File: config.mk
export PLATFORM = sky130hd
export DESIGN_NAME = debug_frame_serializer_flat
export DESIGN_NICKNAME = d
export VERILOG_FILES = /design/src/rtl/debug_frame_serializer_if.sv /design/src/rtl/debug_frame_serializer.sv /design/src/flat_wrapper.sv
export SDC_FILE = /design/constraint.sdc
export NUM_CORES = 1
export LEC_CHECK = 0
export CORE_MARGIN = 4
export CORE_UTILIZATION = 41
export CTS_BUF_LIST = sky130_fd_sc_hd__clkbuf_8
export DETAILED_ROUTE_END_ITERATION = 16
export GPL_TIMING_DRIVEN = 0
export HOLD_SLACK_MARGIN = 0.15
export PLACE_DENSITY = 0.92
export RECOVER_POWER = 50
export SLEW_MARGIN = 20
export SYNTH_ARGS = -nofsm -noshare
export SYNTH_HDL_FRONTEND = slang
export SYNTH_SLANG_ARGS = --single-unit
export TNS_END_PERCENT = 30
File: constraint.sdc
create_clock -name i_clock -period 2.91 [get_ports i_clock]
set_input_delay 0.582 -clock i_clock [delete_from_list [all_inputs] [get_ports i_clock]]
set_output_delay 0.582 -clock i_clock [all_outputs]
set_load 0.005 [all_outputs]
File: src/rtl/debug_frame_serializer_if.sv
`default_nettype none
// ============================================================================
// debug_frame_serializer_if : frame valid/ready bus between serializer and framer
// Rev 1.0
// ============================================================================
interface debug_frame_serializer_if #(
    parameter int NB_LATCH = 32,
    parameter int NB_IDX   = 1
);
    logic [NB_LATCH-1:0] o_frame_to_interface;
    logic                o_writing;
    logic [NB_IDX-1:0]   o_frame_index;
    logic                i_interface_ready;

    modport master (
        output o_frame_to_interface,
        output o_writing,
        output o_frame_index,
        input  i_interface_ready
    );

    modport slave (
        input  o_frame_to_interface,
        input  o_writing,
        input  o_frame_index,
        output i_interface_ready
    );
endinterface
`default_nettype wire

File: src/rtl/debug_frame_serializer.sv
`default_nettype none
// ============================================================================
// debug_frame_serializer : snapshots one of N debug channels, emits it MSB-first
// as NB_LATCH-bit frames under valid/ready with abort and done pulse.
// Rev 1.0
// ============================================================================
module debug_frame_serializer #(
    parameter int         NB_LATCH      = 32,
    parameter int         NB_INPUT_SIZE = 32,
    parameter int         N_CHANNELS    = 4,
    parameter logic [5:0] CONTROLLER_ID = 6'h00
) (
    input  wire logic                               i_clock,
    input  wire logic                               i_reset,
    input  wire logic [5:0]                         i_request_select,
    input  wire logic [N_CHANNELS*NB_INPUT_SIZE-1:0] i_data_from_mips,
    input  wire logic                               i_abort,
    output logic                                    o_busy,
    output logic                                    o_done,
    debug_frame_serializer_if.master                frame_bus
);
    localparam int c_n_frames = (NB_INPUT_SIZE + NB_LATCH - 1) / NB_LATCH;
    localparam int c_nb_shift = c_n_frames * NB_LATCH;
    localparam int c_nb_pad   = c_nb_shift - NB_INPUT_SIZE;
    localparam int c_nb_idx   = (c_n_frames > 1) ? $clog2(c_n_frames) : 1;
    localparam logic [c_nb_idx-1:0] c_last_idx = c_nb_idx'(c_n_frames - 1);

    typedef enum logic [1:0] {
        S_IDLE = 2'd0,
        S_SEND = 2'd1,
        S_DONE = 2'd2
    } state_t;

    state_t                  r_state;
    logic [c_nb_shift-1:0]   r_shift;
    logic [c_nb_idx-1:0]     r_idx;
    logic [NB_LATCH-1:0]     r_frame;
    logic                    r_writing;
    logic                    r_busy;
    logic                    r_done;
    logic                    r_prev_match;
    logic [5:0]              r_prev_sel;

    logic [6:0]              w_sel_ext;
    logic                    w_match;
    logic [5:0]              w_chan;
    logic                    w_new_req;
    logic [NB_INPUT_SIZE-1:0] w_chan_data;
    logic [c_nb_shift-1:0]   w_capture;
    logic [c_nb_shift-1:0]   w_shift_next;

    // Range check done in 7 bits so CONTROLLER_ID+N_CHANNELS cannot wrap.
    assign w_sel_ext = {1'b0, i_request_select};
    assign w_match   = (w_sel_ext >= {1'b0, CONTROLLER_ID}) &&
                       (w_sel_ext <  ({1'b0, CONTROLLER_ID} + 7'(N_CHANNELS)));
    assign w_chan    = i_request_select - CONTROLLER_ID;
    assign w_new_req = w_match && (!r_prev_match || (i_request_select != r_prev_sel));

    always_comb begin
        w_chan_data = '0;
        for (int k = 0; k < N_CHANNELS; k++) begin
            if (w_chan == 6'(k)) begin
                w_chan_data = i_data_from_mips[k*NB_INPUT_SIZE +: NB_INPUT_SIZE];
            end
        end
    end

    // Channel word sits at the MSB end; pad zeros fill the tail of the last frame.
    assign w_capture    = c_nb_shift'(w_chan_data) << c_nb_pad;
    assign w_shift_next = r_shift << NB_LATCH;

    always_ff @(posedge i_clock or posedge i_reset) begin
        if (i_reset) begin
            r_state      <= S_IDLE;
            r_shift      <= '0;
            r_idx        <= '0;
            r_frame      <= '0;
            r_writing    <= 1'b0;
            r_busy       <= 1'b0;
            r_done       <= 1'b0;
            r_prev_match <= 1'b0;
            r_prev_sel   <= '0;
        end else begin
            r_prev_match <= w_match;
            r_prev_sel   <= i_request_select;
            case (r_state)
                S_IDLE: begin
                    r_done <= 1'b0;
                    if (w_new_req) begin
                        r_state   <= S_SEND;
                        r_shift   <= w_capture;
                        r_idx     <= '0;
                        r_frame   <= w_capture[c_nb_shift-1 -: NB_LATCH];
                        r_writing <= 1'b1;
                        r_busy    <= 1'b1;
                    end
                end
                S_SEND: begin
                    if (i_abort) begin
                        r_state   <= S_IDLE;
                        r_shift   <= '0;
                        r_idx     <= '0;
                        r_frame   <= '0;
                        r_writing <= 1'b0;
                        r_busy    <= 1'b0;
                    end else if (frame_bus.i_interface_ready) begin
                        if (r_idx == c_last_idx) begin
                            r_state   <= S_DONE;
                            r_frame   <= '0;
                            r_writing <= 1'b0;
                            r_done    <= 1'b1;
                        end else begin
                            r_shift <= w_shift_next;
                            r_frame <= w_shift_next[c_nb_shift-1 -: NB_LATCH];
                            r_idx   <= r_idx + c_nb_idx'(1);
                        end
                    end
                end
                S_DONE: begin
                    r_state <= S_IDLE;
                    r_done  <= 1'b0;
                    r_busy  <= 1'b0;
                    if (i_abort) begin
                        r_shift <= '0;
                        r_idx   <= '0;
                    end
                end
                default: begin
                    r_state   <= S_IDLE;
                    r_writing <= 1'b0;
                    r_busy    <= 1'b0;
                    r_done    <= 1'b0;
                    r_frame   <= '0;
                end
            endcase
        end
    end

    assign frame_bus.o_frame_to_interface = r_frame;
    assign frame_bus.o_writing            = r_writing;
    assign frame_bus.o_frame_index        = r_idx;
    assign o_busy                         = r_busy;
    assign o_done                         = r_done;
endmodule
`default_nettype wire
File: src/flat_wrapper.sv
// flat-port wrapper written by rule: the top's interface ports become plain ports
module debug_frame_serializer_flat 
#(
    parameter int         NB_LATCH      = 32,
    parameter int         NB_INPUT_SIZE = 32,
    parameter int         N_CHANNELS    = 4,
    parameter logic [5:0] CONTROLLER_ID = 6'h00
)
  (i_clock, i_reset, i_request_select, i_data_from_mips, i_abort, o_busy, o_done, frame_bus_o_frame_to_interface, frame_bus_o_writing, frame_bus_o_frame_index, frame_bus_i_interface_ready);
  debug_frame_serializer_if #(.NB_LATCH(NB_LATCH)) frame_bus_i ();
  input  wire logic i_clock;
  input  wire logic i_reset;
  input  wire logic [5:0] i_request_select;
  input  wire logic [N_CHANNELS*NB_INPUT_SIZE-1:0] i_data_from_mips;
  input  wire logic i_abort;
  output logic o_busy;
  output logic o_done;
  output wire logic [$bits(frame_bus_i.o_frame_to_interface)-1:0] frame_bus_o_frame_to_interface;
  output wire logic [$bits(frame_bus_i.o_writing)-1:0] frame_bus_o_writing;
  output wire logic [$bits(frame_bus_i.o_frame_index)-1:0] frame_bus_o_frame_index;
  input wire logic [$bits(frame_bus_i.i_interface_ready)-1:0] frame_bus_i_interface_ready;
  assign frame_bus_o_frame_to_interface = frame_bus_i.o_frame_to_interface;
  assign frame_bus_o_writing = frame_bus_i.o_writing;
  assign frame_bus_o_frame_index = frame_bus_i.o_frame_index;
  assign frame_bus_i.i_interface_ready = frame_bus_i_interface_ready;
  debug_frame_serializer #(.NB_LATCH(NB_LATCH), .NB_INPUT_SIZE(NB_INPUT_SIZE), .N_CHANNELS(N_CHANNELS), .CONTROLLER_ID(CONTROLLER_ID)) u_core (.i_clock(i_clock), .i_reset(i_reset), .i_request_select(i_request_select), .i_data_from_mips(i_data_from_mips), .i_abort(i_abort), .o_busy(o_busy), .o_done(o_done), .frame_bus(frame_bus_i));
endmodule
======== After elaboration in Yosys (flattened, before gate mapping) ========
Index checks and enable logic that the tools add are counted.
word-level totals
  register bits after elaboration ......... 45
  input port bits ......................... 138
  output and inout port bits .............. 36
cells by class
  magnitude comparators ................... 2
  equal/unequal tests ..................... 14
  reductions and logical operators ........ 13
  bitwise gates (word level) .............. 1
  muxes and demuxes ....................... 29
  $add $sub $neg .......................... 1
operator list
  cell                number
  $mux 32             7
  $pmux 32 s3         1
  $mux 1              13
  $eq 6x2->1 const B  2
  $ne 2x2->1 const B  5
  $reduce_and 3->1    3
  $mux 2              4
  $reduce_and 4->1    2
  $eq 6x1->1 const B  1
  $ge 6x1->1 const B  1
  $logic_not 6->1     1
  $lt 6x3->1 const B  1
  $ne 3x3->1 const B  2
  $ne 6x6->1          1
  $pmux 1 s3          2
  $pmux 2 s2          1
  $reduce_bool 3->1   1
  $eq 2x1->1 const B  1
  $eq 2x2->1 const B  1
  $logic_and 1x1->1   2
  $logic_not 2->1     1
  $ne 2x1->1 const B  1
  $pmux 1 s2          1
  $reduce_and 2->1    1
  other kinds (4)     4

======== Longest topological paths before layout ========
Gate-level depths: netlist of run 1.
  depth in word-level cells ............... 7
  mapped depth ............................ 6
  gate-level depth less buffers ........... 4

======== Worst setup path before layout of run 1 ========
OpenSTA, ideal clock, no wires.
  kind .................................... input port to flip-flop
  from .................................... input port i_request_select[0]
  to ...................................... register u_core.r_frame[0], in the netlist u_core.frame_bus.o_frame_to_interface[0]
  arrival time ............................ 1625 ps
  setup slack ............................. 1151 ps
  stages on the path ...................... 6
  cell sequence ........................... buf_2 -> xnor2_1 -> nand4_1 -> o2111ai_2 -> buf_4 -> o32ai_2
on the way
  cells in the longest elaborated chain, start to end .. 7
  elaborated cells between the ends (all ways) .. 18
RTL lines
  element               line                           RTL
  start, declared       flat_wrapper.sv:13             input wire logic [5:0] i_request_select;
  $logic_not 6->1       debug_frame_serializer.sv:62   if (w_chan == 6'(k)) begin
  $mux 32 (4 in a row)  debug_frame_serializer.sv:62
  $mux 32               debug_frame_serializer.sv:89   if (w_new_req) begin
  $pmux 32 s3           debug_frame_serializer.sv:86   case (r_state)
  end signal, assigned  debug_frame_serializer.sv:93   r_frame <= w_capture[c_nb_shift-1 -: NB_LATCH];
  end signal, assigned  debug_frame_serializer.sv:114  r_frame <= w_shift_next[c_nb_shift-1 -: NB_LATCH];
  end, declared         debug_frame_serializer.sv:37   logic [NB_LATCH-1:0] r_frame;
Several ways; a longest one is shown, not always the timed one. The select of a mux whose other input is x is not followed.
A chain may end at the register's enable or synchronous reset.

======== Worst setup path after layout of run 1 ========
  from .................................... input port i_abort
  to ...................................... register u_core.r_frame[26], in the netlist u_core.frame_bus.o_frame_to_interface[26]
on the way
  cells in the longest elaborated chain, start to end .. 2
  elaborated cells between the ends (all ways) .. 4
RTL lines
  element                                                                  line                RTL
  start, declared                                                          flat_wrapper.sv:15  input wire logic i_abort;
  $ne 3x3->1 (no source line) / $mux 32 (equally long branches)            --
  $reduce_and 3->1 (no source line) / $pmux 32 s3 (equally long branches)  --
Several ways; a longest one is shown, not always the timed one.

==> impl_results.md, run 1 <==
* Input/output buffers at 172
* Layout overhead on the synthesized area at 71.1%
* Post-cts gate resize count at 0
* Area occupied by multi-input gates at approximately 0.0015 mm2
* Core Area at approximately 0.0064 mm2
* Clock slew at reported path FFs at 90 ps
* Nature of the critical path startpoint: input port
* Max-slew headroom at the worst pin at 0.341
* Via count at between 3000 and 4000
* Post-route DRC violation count at 0
* Summed instance area of the synthesized netlist at ~0.0027 mm2
* Vias in the first global route at between 3000 and 4000
* Setup_tns at 0 ps
* Global route total overflow at 0
* Largest cells by area after synthesis: sky130_fd_sc_hd__dfrtp_1, sky130_fd_sc_hd__mux2_2, sky130_fd_sc_hd__o22ai_1
* Endpoint of the worst hold path: u_core.frame_bus.o_frame_to_interface[22]
* Design Power at roughly 1.8 mW
* Setup slack of the worst register-to-register path at approximately 900 ps
* Nets at approximately 600
* HP Class: flop to flop
* Horiz. Die Dim at ~90 um
* Number of primary I/O pins at around 170
* CTS Root Buffer Type: sky130_fd_sc_hd__clkbuf_8
* Reg2Reg Capture Point: u_core.frame_bus.o_frame_to_interface[26]
* #FFs+latches synth at 44
* Critical path class: input port to flop
* HP Start: u_core.frame_bus.o_frame_to_interface[22]
* Insertion delay of the later-clocked pin in the worst-skew pair at ~300 ps
* Max VDD drop at about 0.25 mV
* Final setup vio count at 0
* Final Hold Violating Endpoints at 0
* Number of antenna violations at the first check in global routing at 0
* Max-capacitance violation count at 0
* Count of routing violations after the opening detailed-route iteration at roughly 110
* Largest net degree at the start of global routing at 24
* Result of the run: completed
* Fraction of layout cells with a size suffix above 1 at 0.146
* Full die area at between 0.008 and 0.009 mm2
* Number of instances in the synthesized netlist at between 200 and 300
* R2r worst-path depth at 4
* Routed wirelength normalized by instance count at 19.2 um
* Highest fanout seen on the critical path at 10
* Sum of routed wire length over all layers at between 10 and 15 mm
* Chip Height at 89.5 um
* Global routing usage summed across all routing layers at 0.247
* Crit end category: flop
* Post-CTS Hold Buffers at 0
* Distinct cell type count after synthesis at 30
* Area fraction of the dominant cell type after synthesis at 0.404
* Starting density of the core at 0.427
* Synth warnings at 0
* Final antenna diode count at 0
* Hold Path Stages at 2
* Final worst path period need at about 2400 ps
* Vias per Instance at around 5.7
* Critical Path Start: i_abort
* Clock Sinks at 44
* Routability-driven placement congestion ratio at slightly above 0.8
* Site row count at 29
* CTS max path bufs at 2
* First-pass GRT wire length at 15.2 mm
* CP Data Required Time at ~3100 ps
* Final clock period utilization by the worst path at 0.824
* Number of buffers inserted during clock tree synthesis at 5
* Per-instance average area after synthesis at 9.81 um2
* Sequential area share after synthesis at 0.404
* Origin of the critical flop-to-flop path: u_core.r_state[1]
* Data arrival time of the worst path at 2610 ps
* Syn_nets at 416
* Count of filler cells inserted in the layout at roughly 490
* Count of TritonRoute iterations in the first routing pass at 4
* Max Transition Viols Final at 0
* Power per standard cell area at 395 mW/mm2
* Setup repair bufs after CTS at 0
* RSZ-0062 raised after global routing: no
* Worst-case clock skew at 3.63 ps
* Post-synthesis cell type with the largest combined area: sky130_fd_sc_hd__dfrtp_1
* Reg area at 0.00110 mm2
* LEAKAGE at 1.92 nW
* Number of levels in the clock H-tree at 2
* Least-Margin Pin Slew at a little under 1000 ps
* CTS tree: done
* Number of antenna-violating nets in the routed design at 0
* Detail Placement HPWL at ~8.2 mm
* Max frequency at roughly 420 MHz
## kinds of logic (layout without fill, tap and decap cells)
kind of cell / Yosys count / count (layout) / synth area share
AOI/OAI and AO/OA: 75 / 75 / 0.207
other: 1 / 1 / 0.00138
and+or+nand+nor: 72 / 72 / 0.118
DFF: 44 / 44 / 0.404
muxes: 49 / 49 / 0.198
buffers and inverters: 31 / 212 / 0.0514
xor gates and xnor gates: 6 / 6 / 0.0193
## cell usage after synthesis, drive strengths merged
cell type and number:
dfrtp 44, nand2 34, o22ai 32, mux2 30
o21ai 20, nand3 19, mux2i 18, buf 17
nor2 14, o32ai 13, clkbuf 9, xnor2 6
inv 5, a21oi 4, a21boi 1, and4 1
conb 1, mux4 1, nand2b 1, nand4 1
nor3 1, nor4 1, o2111ai 1, o211a 1
o211ai 1, o221ai 1, o31ai 1
## placed cells by master, fill, tap and decap left out, types with 13 or more instances in the layout
cell,instances
sky130_fd_sc_hd__dfrtp_1,44
sky130_fd_sc_hd__clkdlybuf4s50_1,156
sky130_fd_sc_hd__nand3_1,19
sky130_fd_sc_hd__dlygate4sd3_1,16
sky130_fd_sc_hd__o22ai_1,32
sky130_fd_sc_hd__mux2i_1,18
sky130_fd_sc_hd__nor2_1,14
sky130_fd_sc_hd__o21ai_0,20
sky130_fd_sc_hd__nand2_1,34
sky130_fd_sc_hd__mux2_2,30
sky130_fd_sc_hd__buf_2,13
## through the flow
stage | util | instance area [um2] | setup WS, ps | hold WS (ps) | std cells
floorplan | - | 2730 | 1150 | 478 | 278
global placement | 0.712 | 4540 | 305 | 510 | 527
detailed placement | 0.716 | 4570 | 287 | 517 | 528
CTS | 0.730 | 4660 | 603 | 535 | 536
global route | 0.730 | 4660 | 348 | 559 | 536
finish | 0.730 | 4660 | 513 | 533 | 536
## power by group
part	total, mW	internal [mW]	switching (mW)
sequential	0.765	0.706	0.0587
combinational	0.668	0.430	0.238
clock	0.408	0.170	0.237
total	1.84	1.31	0.534
## final cells by class
class | count | share of cell area
repair buffers | 173 | 0.375
clock inverters | 3 | 0.00510
clock buffers | 5 | 0.0148
flip-flops and latches | 44 | 0.236
plain buffers | 26 | 0.0260
multi-input cells | 203 | 0.318
inverters | 5 | 0.00402
well taps | 77 | 0.0207
## how the worst max path moves through the flow
stage                                                            to
after floorplan            u_core.frame_bus.o_frame_to_interface[0]
after global placement    u_core.frame_bus.o_frame_to_interface[28]
after detailed placement  u_core.frame_bus.o_frame_to_interface[29]
after CTS                 u_core.frame_bus.o_frame_to_interface[29]
after global routing      u_core.frame_bus.o_frame_to_interface[28]
final                     u_core.frame_bus.o_frame_to_interface[26]
## registers in the layout, summed over array words and instances, names as in the netlist
name,flops
u_core.r_prev_match,1
u_core.r_state,2
u_core.frame_bus.o_frame_to_interface,32
u_core.o_done,1
u_core.frame_bus.o_writing,1
u_core.r_prev_sel,6
u_core.o_busy,1
## critical path, stage by stage
cell and delay (ps):
sky130_fd_sc_hd__dlygate4sd3_1 580, sky130_fd_sc_hd__o31ai_1 670, sky130_fd_sc_hd__clkbuf_1 500, sky130_fd_sc_hd__nand2_1 160, sky130_fd_sc_hd__o32ai_2 120
## metal layers
layer	global-route usage	vias to the layer above	wire length, um
met4	0.0893	0	334
li1	-	1390	-
met1	0.287	1487	3890
met3	0.0562	33	679
met5	0	-	0
met2	0.441	137	5370
(Power assumes the default switching activity.)
==> run 2, diff against run 1 <==
--- a/config.mk
+++ b/config.mk
@@ -6,12 +6,12 @@
 export NUM_CORES = 1
 export LEC_CHECK = 0
 export CORE_MARGIN = 4
-export CORE_UTILIZATION = 41
+export CORE_UTILIZATION = 34
 export CTS_BUF_LIST = sky130_fd_sc_hd__clkbuf_8
 export DETAILED_ROUTE_END_ITERATION = 16
 export GPL_TIMING_DRIVEN = 0
 export HOLD_SLACK_MARGIN = 0.15
-export PLACE_DENSITY = 0.92
+export PLACE_DENSITY = 0.82
 export RECOVER_POWER = 50
 export SLEW_MARGIN = 20
 export SYNTH_ARGS = -nofsm -noshare
==> constraint.sdc (replaced) <==
create_clock -name i_clock -period 2 [get_ports i_clock]
set_input_delay 0.4 -clock i_clock [delete_from_list [all_inputs] [get_ports i_clock]]
set_output_delay 0.4 -clock i_clock [all_outputs]
set_load 0.005 [all_outputs]
==> run 2 against run 1 <==
Compared with the run above: worst hold slack improved by 4.9 ps; global-route usage fell by 4.1 points; sequential cell count unchanged; power rose by 46%; combinational power rose by 48%; critical endpoint is now u_core.frame_bus.o_frame_to_interface[20]; largest cell class unchanged; largest power group unchanged.
==> impl_results.md, run 2 (synthesis gave the netlist of run 1 again) <==
* Result of the run: completed
* Final clock period utilization by the worst path at 0.954
* Global route total overflow at 0 (unchanged)
* CTS tree: done
* Sum of routed wire length over all layers at 10.0 mm (-2.2%)
* Combined buffer and inverter count along the critical path at 3 (+1)
* Count of TritonRoute iterations in the first routing pass at 4 (unchanged)
* Number of levels in the clock H-tree at 2 (unchanged)
* CTS Root Buffer Type: sky130_fd_sc_hd__clkbuf_8
* Kind of cell adding the most delay to the critical path: buffers and inverters
* Final worst path period need at 1910 ps
* Final antenna diode count at 0 (unchanged)
* Max-slew headroom at the worst pin at 0.363 (+0.0219)
* Final Hold Violating Endpoints at 0 (unchanged)
* Vias in the first global route at 3261 (+2.6%)
* Number of antenna violations at the first check in global routing at 0 (unchanged)
* Horiz. Die Dim at 97.5 um (+8.9%)
* Power per standard cell area at 563 mW/mm2 (+43%)
* Chip Height at 97.5 um (+8.9%)
* Crit end category: flop
* Final setup vio count at 0 (unchanged)
* Starting density of the core at 0.351 (-0.0759)
* Via count at 2979 (-2.2%)
* Critical path's slowest cell: sky130_fd_sc_hd__clkdlybuf4s50_1
* Insertion delay of the later-clocked pin in the worst-skew pair at 300 ps (about the same)
* CP Data Required Time at 2180 ps (-950 ps)
* Detail Placement HPWL at 7.93 mm (-3.2%)
* Clock slew at reported path FFs at 80 ps (about the same)
* Core Area at 0.00777 mm2 (+22%)
* Site row count at 32 (+10%)
* Max frequency at approximately 520 MHz
* Largest net degree at the start of global routing at 24 (unchanged)
* Least-Margin Pin Slew at 954 ps (-32.9 ps)
* Routed wirelength normalized by instance count at 17.8 um (-7.4%)
* Routability-driven placement congestion ratio at 0.804 (-1.7%)
* Max Transition Viols Final at 0 (unchanged)
* RSZ-0062 raised after global routing: no
* First-pass GRT wire length at 16.2 mm (+6.7%)
* Fraction of layout cells with a size suffix above 1 at 0.179 (+0.0329)
* Highest routing layer actually used: met4
* Post-CTS Hold Buffers at 0 (unchanged)
* Post-Route Hold Slack at 538 ps (+4.89 ps)
* Data arrival time of the worst path at 2080 ps (-530 ps)
* Layout overhead on the synthesized area at 75.7%
* Max reg flops at 32 (unchanged)
* Clock Sinks at 44 (unchanged)
* Setup_tns at 0 ps (unchanged)
* Commonest cells after routing, fill and taps aside: sky130_fd_sc_hd__clkdlybuf4s50_1, sky130_fd_sc_hd__dfrtp_1, sky130_fd_sc_hd__nand2_1
* CTS max path bufs at 2 (unchanged)
* Number of buffers inserted during clock tree synthesis at 5 (unchanged)
* Vias per Instance at 5.26 (-7.4%)
* HP Class: flop to flop
* Global routing usage summed across all routing layers at 0.206 (-0.0408)
* Number of antenna-violating nets in the routed design at 0 (unchanged)
* Cells traversed along the worst timing path: clkdlybuf4s50_1 > buf_6 > xnor2_1 > nand4_1 > o2111ai_4 > buf_4 > o22ai_1
* Routed wl met3 at 763 um (+12%)
* Wl on met1 at 3.93 mm (+1.1%)
* LEAKAGE at 1.98 nW (+3.1%)
* Full die area at 0.00952 mm2 (+19%)
* Max-capacitance violation count at 0 (unchanged)
* Maximum single-stage delay on the critical path at 500 ps (-170 ps)
* Post-route DRC violation count at 0 (unchanged)
* Leading cell type in the layout, fill and taps excluded: sky130_fd_sc_hd__clkdlybuf4s50_1
* Nature of the critical path startpoint: input port
* Worst-case clock skew at 7.11 ps (+3.48 ps)
* WL met2 at 5.08 mm (-5.3%)
* Max VDD drop at 0.287 mV (+14%)
* Number of primary I/O pins at 174 (unchanged)
* Input/output buffers at 172 (unchanged)
* Critical path class: input port to flop
* Nets at 601 (+0.84%)
* Count of routing violations after the opening detailed-route iteration at 138 (+30%)
* Highest fanout seen on the critical path at 10 (unchanged)
[run 2: path summary, 6_finish.rpt]
check,start,cells past startpoint,slack (ps),to
max in group asynchronous,i_reset,3,620,u_core.frame_bus.o_frame_to_interface[20]
setup reg to reg,u_core.r_state[1],4,350,u_core.frame_bus.o_frame_to_interface[25]
setup / recovery,i_request_select[0],7,90,u_core.frame_bus.o_frame_to_interface[20]
hold / removal,u_core.frame_bus.o_frame_to_interface[1],2,540,u_core.frame_bus.o_frame_to_interface[1]
min in group asynchronous,i_reset,2,760,u_core.frame_bus.o_frame_to_interface[28]
hold reg to reg,u_core.frame_bus.o_frame_to_interface[1],2,540,u_core.frame_bus.o_frame_to_interface[1]
[run 2: final cells by class]
cell class	count	area (um2)
buffer	26	156
clock buffer	6	82.6
clock inverter	2	15.0
fill	662	2980
inverter	5	18.8
multi-input combinational	203	1500
sequential	44	1100
tap	102	128
timing repair buffer	178	1790
[run 2: worst min-delay path: stages, from the launching register on]
cell and delay [ps]:
sky130_fd_sc_hd__dfrtp_1 350, sky130_fd_sc_hd__nand2_1 60, sky130_fd_sc_hd__o32ai_2 80
[run 2: metrics by stage]
step | setup WS (ps) | cell area, um2 | power [mW] | std cells | util
after floorplan | 423 | 2730 | 1.46 | 278 | -
after global placement | -414 | 4580 | 2.08 | 552 | 0.589
after detailed placement | -487 | 4600 | 2.11 | 553 | 0.593
after CTS | 38.1 | 4760 | 2.72 | 565 | 0.613
after global routing | 2.80 | 4790 | 2.85 | 566 | 0.617
final | 92.4 | 4790 | 2.70 | 566 | 0.617
[run 2: where the power goes]
group	switching [mW]	internal, mW
logic	0.347	0.642
registers	0.0807	1.03
clock network	0.320	0.280
[run 2: repair_timing]
action	CTS	global route
gates resized for setup	9	19
setup buffers	4	1
setup endpoints to repair	33	29
pin swaps	4	2
cloned	0	0
[run 2: metal layers]
metal,vias up,global-route usage
li1,1397,-
met1,1425,0.239
met2,129,0.370
met3,28,0.0538
met4,0,0.0671
met5,-,0
